## src/rtl/div_sequencer_if.sv

```systemverilog
// div_sequencer_if: operand/result valid-ready bus between producer, divider and consumer
interface div_sequencer_if #(parameter int W = 4);
    logic         in_valid;
    logic         in_ready;
    logic [W-1:0] dividend;
    logic [W-1:0] divisor;
    logic         out_valid;
    logic         out_ready;
    logic [W-1:0] quotient;
    logic [W-1:0] remainder;
    logic         div_by_zero;
    logic         busy;
    modport master (
        output in_valid, dividend, divisor, out_ready,
        input  in_ready, out_valid, quotient, remainder, div_by_zero, busy
    );
    modport slave (
        input  in_valid, dividend, divisor, out_ready,
        output in_ready, out_valid, quotient, remainder, div_by_zero, busy
    );
endinterface

```

## src/rtl/div_sequencer.sv

```systemverilog
// div_sequencer: multi-cycle restoring divider, one quotient bit per clock
module div_sequencer #(
    parameter int W = 4
) (
    input logic           clk,
    input logic           rst_n,
    div_sequencer_if.slave bus
);
    localparam int CNT_W = $clog2(W);
    typedef enum logic [1:0] {IDLE, CALC, DONE} state_t;
    state_t       r_state, w_next;
    logic [W-1:0] r_a, r_b, r_rem, r_q;
    logic [CNT_W-1:0] r_cnt;
    logic         r_dbz;
    logic         w_in_ready, w_out_valid;
    logic [W:0]   w_t, w_d;
    assign w_t = {r_rem, r_a[W-1]};
    assign w_d = w_t - {1'b0, r_b};
    always_comb begin
        w_next      = r_state;
        w_in_ready  = 1'b0;
        w_out_valid = 1'b0;
        case (r_state)
            IDLE: begin
                w_in_ready = 1'b1;
                if (bus.in_valid) w_next = (bus.divisor == '0) ? DONE : CALC;
            end
            CALC: w_next = (r_cnt == '0) ? DONE : CALC;
            DONE: begin
                w_out_valid = 1'b1;
                if (bus.out_ready) w_next = IDLE;
            end
            default: w_next = IDLE;
        endcase
    end
    always_ff @(posedge clk) begin
        if (!rst_n) r_state <= IDLE;
        else        r_state <= w_next;
    end
    // Partial remainder stays below b, so W bits suffice; the borrow lives only in w_d[W]
    always_ff @(posedge clk) begin
        if (!rst_n) begin
            r_a   <= '0;
            r_b   <= '0;
            r_rem <= '0;
            r_q   <= '0;
            r_cnt <= '0;
            r_dbz <= 1'b0;
        end else begin
            case (r_state)
                IDLE: if (bus.in_valid) begin
                    r_a   <= bus.dividend;
                    r_b   <= bus.divisor;
                    r_cnt <= CNT_W'(W - 1);
                    r_q   <= (bus.divisor == '0) ? '1 : '0;
                    r_rem <= (bus.divisor == '0) ? bus.dividend : '0;
                    r_dbz <= (bus.divisor == '0);
                end
                CALC: begin
                    r_a   <= r_a << 1;
                    r_rem <= w_d[W] ? w_t[W-1:0] : w_d[W-1:0];
                    r_q   <= {r_q[W-2:0], ~w_d[W]};
                    if (r_cnt != '0) r_cnt <= r_cnt - 1'b1;
                end
                DONE: if (bus.out_ready) r_dbz <= 1'b0;
                default: ;
            endcase
        end
    end
    assign bus.in_ready    = w_in_ready;
    assign bus.out_valid   = w_out_valid;
    assign bus.busy        = (r_state != IDLE);
    assign bus.quotient    = r_q;
    assign bus.remainder   = r_rem;
    assign bus.div_by_zero = r_dbz;
endmodule
```

## src/flat_wrapper.sv

```systemverilog
// flat-port wrapper written by rule: the top's interface ports become plain ports
module div_sequencer_flat 
#(
    parameter int W = 4
)
  (clk, rst_n, bus_in_valid, bus_dividend, bus_divisor, bus_out_ready, bus_in_ready, bus_out_valid, bus_quotient, bus_remainder, bus_div_by_zero, bus_busy);
  div_sequencer_if #(.W(W)) bus_i ();
  input logic clk;
  input logic rst_n;
  input wire logic [$bits(bus_i.in_valid)-1:0] bus_in_valid;
  input wire logic [$bits(bus_i.dividend)-1:0] bus_dividend;
  input wire logic [$bits(bus_i.divisor)-1:0] bus_divisor;
  input wire logic [$bits(bus_i.out_ready)-1:0] bus_out_ready;
  output wire logic [$bits(bus_i.in_ready)-1:0] bus_in_ready;
  output wire logic [$bits(bus_i.out_valid)-1:0] bus_out_valid;
  output wire logic [$bits(bus_i.quotient)-1:0] bus_quotient;
  output wire logic [$bits(bus_i.remainder)-1:0] bus_remainder;
  output wire logic [$bits(bus_i.div_by_zero)-1:0] bus_div_by_zero;
  output wire logic [$bits(bus_i.busy)-1:0] bus_busy;
  assign bus_i.in_valid = bus_in_valid;
  assign bus_i.dividend = bus_dividend;
  assign bus_i.divisor = bus_divisor;
  assign bus_i.out_ready = bus_out_ready;
  assign bus_in_ready = bus_i.in_ready;
  assign bus_out_valid = bus_i.out_valid;
  assign bus_quotient = bus_i.quotient;
  assign bus_remainder = bus_i.remainder;
  assign bus_div_by_zero = bus_i.div_by_zero;
  assign bus_busy = bus_i.busy;
  div_sequencer #(.W(W)) u_core (.clk(clk), .rst_n(rst_n), .bus(bus_i));
endmodule
```

## config.mk

```make
export PLATFORM = sky130hd
export DESIGN_NAME = div_sequencer_flat
export DESIGN_NICKNAME = d
export VERILOG_FILES = /design/src/rtl/div_sequencer_if.sv /design/src/rtl/div_sequencer.sv /design/src/flat_wrapper.sv
export SDC_FILE = /design/constraint.sdc
export NUM_CORES = 1
export LEC_CHECK = 0
export CORE_MARGIN = 10
export CORE_UTILIZATION = 52
export CTS_BUF_LIST = sky130_fd_sc_hd__clkbuf_2 sky130_fd_sc_hd__clkbuf_4 sky130_fd_sc_hd__clkbuf_8
export CTS_CLUSTER_SIZE = 14
export DETAILED_ROUTE_END_ITERATION = 16
export DONT_BUFFER_PORTS = 1
export PLACE_DENSITY = 0.67
export REMOVE_ABC_BUFFERS = 1
export SYNTH_ARGS = -nofsm -noshare
export SYNTH_HDL_FRONTEND = slang
export SYNTH_SLANG_ARGS = --single-unit
```

## constraint.sdc

```tcl
create_clock -name clk -period 2.1 [get_ports clk]
set_input_delay 0.21 -clock clk [delete_from_list [all_inputs] [get_ports clk]]
set_output_delay 0.21 -clock clk [all_outputs]
set_load 0.03 [all_outputs]
```

==> reports/results.ini <==
[global_routing]
grt_max_degree = 24
antenna_found_initial = 0
overflow = 0
grt_pass1_wl_um = 4490
grt_util_all_layers = 0.127
grt_pass1_vias = 1002

[sta]
worst_pin_slew_ns = 0.587
skew_ns = 0.00556
final.setup.tns_ns = 0
fin_crit_ns = 1.97
clock.fmax_mhz = 507
rsz0062_at_grt = false
fin_crit_sh = 0.940
drv_slew = 0
hold_violations = 0
hold-worst-slack_ns = 0.0249
setup_violations = 0
maxSlewHeadroom = 0.608

[pwr]
power.leakage_nw = 0.518
powerDensity_mw_per_mm2 = 872
peakVddDrop_v = 0.000511

[drt]
vias = 1011
totalWireLength_um = 2680
post_drt_via_cell_ratio = 5.74
drt.antenna.violating_nets = 0
wl_per_cell_um = 15.2
drt_iter0_markers = 25
drc = 0
dr.pass1.iters = 4

[job]
maxCapViolCount = 0

[cells_and_area]
drive_gt1_frac = 0.155
fin_util = 0.593
multi_input_area_um2 = 717
regArea_um2 = 420
final_area_mm2 = 0.00130
fill_cells = 213
nNetsFinal = 167
antenna_cells = 0
final_common_cell = nand2_1
final_cell_mix = 32 x nand2_1, 21 x dfxtp_1, 10 x a21oi_1
areaGrowthSynthToFinish_pct = 10.1
finalNonFillerCells = 176

[floorplan]
rows = 17
ios = 24
fp.dieArea_mm2 = 0.00457
die_h_um = 67.6
coreArea_mm2 = 0.00219
start_util = 0.539
fp.dieW_um = 67.6

[setup_path]
cp_common_cell = inv_1
critPathArrivalTime_ns = 2.22
reg2reg_depth = 9
rrSetupSlack_ns = 0.13
worstPathMaxFanout = 5
cp_cell_sequence = inv_1, ha_1, inv_1, fa_2, a21o_1, a21oi_4, xnor2_4, mux2_4, o21ai_2
worstSetupPathType = reg -> reg
cp.depth = 9
cpPeakStageDelay_ns = 0.34
rr_endpoint = u_core.bus.remainder[0]
crit_path_end_kind = flop
crit_required_ns = 2.35
path_delay_family = compound AO/OA/AOI/OAI gates
r2r_start = u_core.r_a[3]
start_kind = flop
cpMaxStageDelayCell = fa_2
critPathBufInv = 2

[clock_network]
numCtsBuffers = 3
cts_sinks = 21
htree_levels = 1
root_buffer = clkbuf_4
tritoncts = built
clk_latency_ns = 0.30
clockBufferDepth = 2
clkTransAtPathRegs_ns = 0.12

[min_path]
min-delay-start = rst_n
holdPathEnd = u_core.r_a[1]
whs_path_depth = 1
min_path_type = in -> reg

[synthesis]
async_reset_ff_frac = 0
ys_types = 42
syn-cell-area_mm2 = 0.00118
synth_cells = 141
ys_seq_area_frac = 0.356
synthFlopType = dfxtp_1
synth-edff-count = 0
ys_ff_latch = 21
avgSynthCellArea_um2 = 8.37
ys_warn_count = 0

[placement]
routabilityCongestion = 0.818
dp_cells = 170
placed_area_mm2 = 0.00124
dpl.hpwl_um = 2040
portBuffers = 0

[outcome]
status = finished, final reports clean

per-stage QoR:
step / setup slack (ns) / total power [mW]
floorplan: 0.109 / 0.810
global placement: 0.116 / 0.890
detailed placement: 0.0557 / 0.904
CTS: 0.0261 / 1.11
global route: 0.0162 / 1.22
finish: 0.126 / 1.13
per-layer routing:
layer  part of all wire  global-route usage  vias to the layer above
li1                   -                   -                      502
met1               0.41               0.140                      465
met2               0.48               0.209                       37
met3              0.096              0.0512                        7
met4              0.019              0.0590                        0
met5                  0                   0                        -
synthesized netlist by cell type (2+ instances only):
| cell | instances | area share |
|---|---|---|
| and2_1 | 2 | 0.011 |
| mux2i_1 | 2 | 0.017 |
| dfxtp_1 | 21 | 0.36 |
| nor2b_1 | 3 | 0.016 |
| clkbuf_1 | 4 | 0.013 |
| a2bb2oi_1 | 2 | 0.015 |
| a21boi_1 | 5 | 0.032 |
| nor2_1 | 2 | 0.0064 |
| o21ai_0 | 9 | 0.038 |
| nand3_1 | 3 | 0.013 |
| a21oi_1 | 10 | 0.042 |
| ha_1 | 5 | 0.053 |
| nand2_1 | 32 | 0.10 |
| nand2b_1 | 2 | 0.011 |
| a31oi_1 | 4 | 0.021 |
| inv_1 | 9 | 0.029 |
layout make-up:
cell class | instances | area share
multi-input cells | 106 | 0.552
repair buffers | 8 | 0.0482
inverters | 9 | 0.0260
flip-flops and latches | 21 | 0.324
well taps | 28 | 0.0270
clock buffers | 4 | 0.0231
logic make-up after synthesis:
kind of cell,share of synthesized area
xor+xnor,0.0286
mux,0.0297
buf+inv,0.0477
flops,0.356
fa+ha+maj,0.0700
simple gates,0.205
compound gates,0.263
registers in the layout, summed over array words and instances (netlist names):
| register | cells |
|---|---|
| u_core.bus.remainder | 4 |
| u_core.r_state | 2 |
| u_core.r_b | 4 |
| u_core.bus.quotient | 4 |
| u_core.bus.div_by_zero | 1 |
| u_core.r_cnt | 2 |
| u_core.r_a | 4 |
timing repair:
action | 4_1_cts | 5_1_grt
buffers inserted | 0 | 1
hold buffers | 0 | 1
endpoints found under the hold margin | 0 | 1
endpoints found under the setup margin | 0 | 3
resized for setup | 0 | 2
how the worst max path moves through the flow:
stage / slack (ns) / endpoint / from
after detailed placement: 0.06 / u_core.bus.remainder[0] / u_core.r_a[3]
after floorplan: 0.11 / u_core.bus.remainder[0] / u_core.bus.remainder[0]
after CTS: 0.03 / u_core.bus.remainder[0] / u_core.r_a[3]
final: 0.13 / u_core.bus.remainder[0] / u_core.r_a[3]
after global placement: 0.12 / u_core.bus.remainder[0] / u_core.r_a[3]
after global routing: 0.02 / u_core.bus.remainder[0] / u_core.r_a[3]
where the power goes:
group          total (mW)  internal [mW]  switching [mW]
registers           0.501          0.443          0.0585
logic               0.425          0.196           0.229
clock network       0.207         0.0869           0.120
total                1.13          0.726           0.407
No activity file was read; power rests on OpenSTA's default activity.
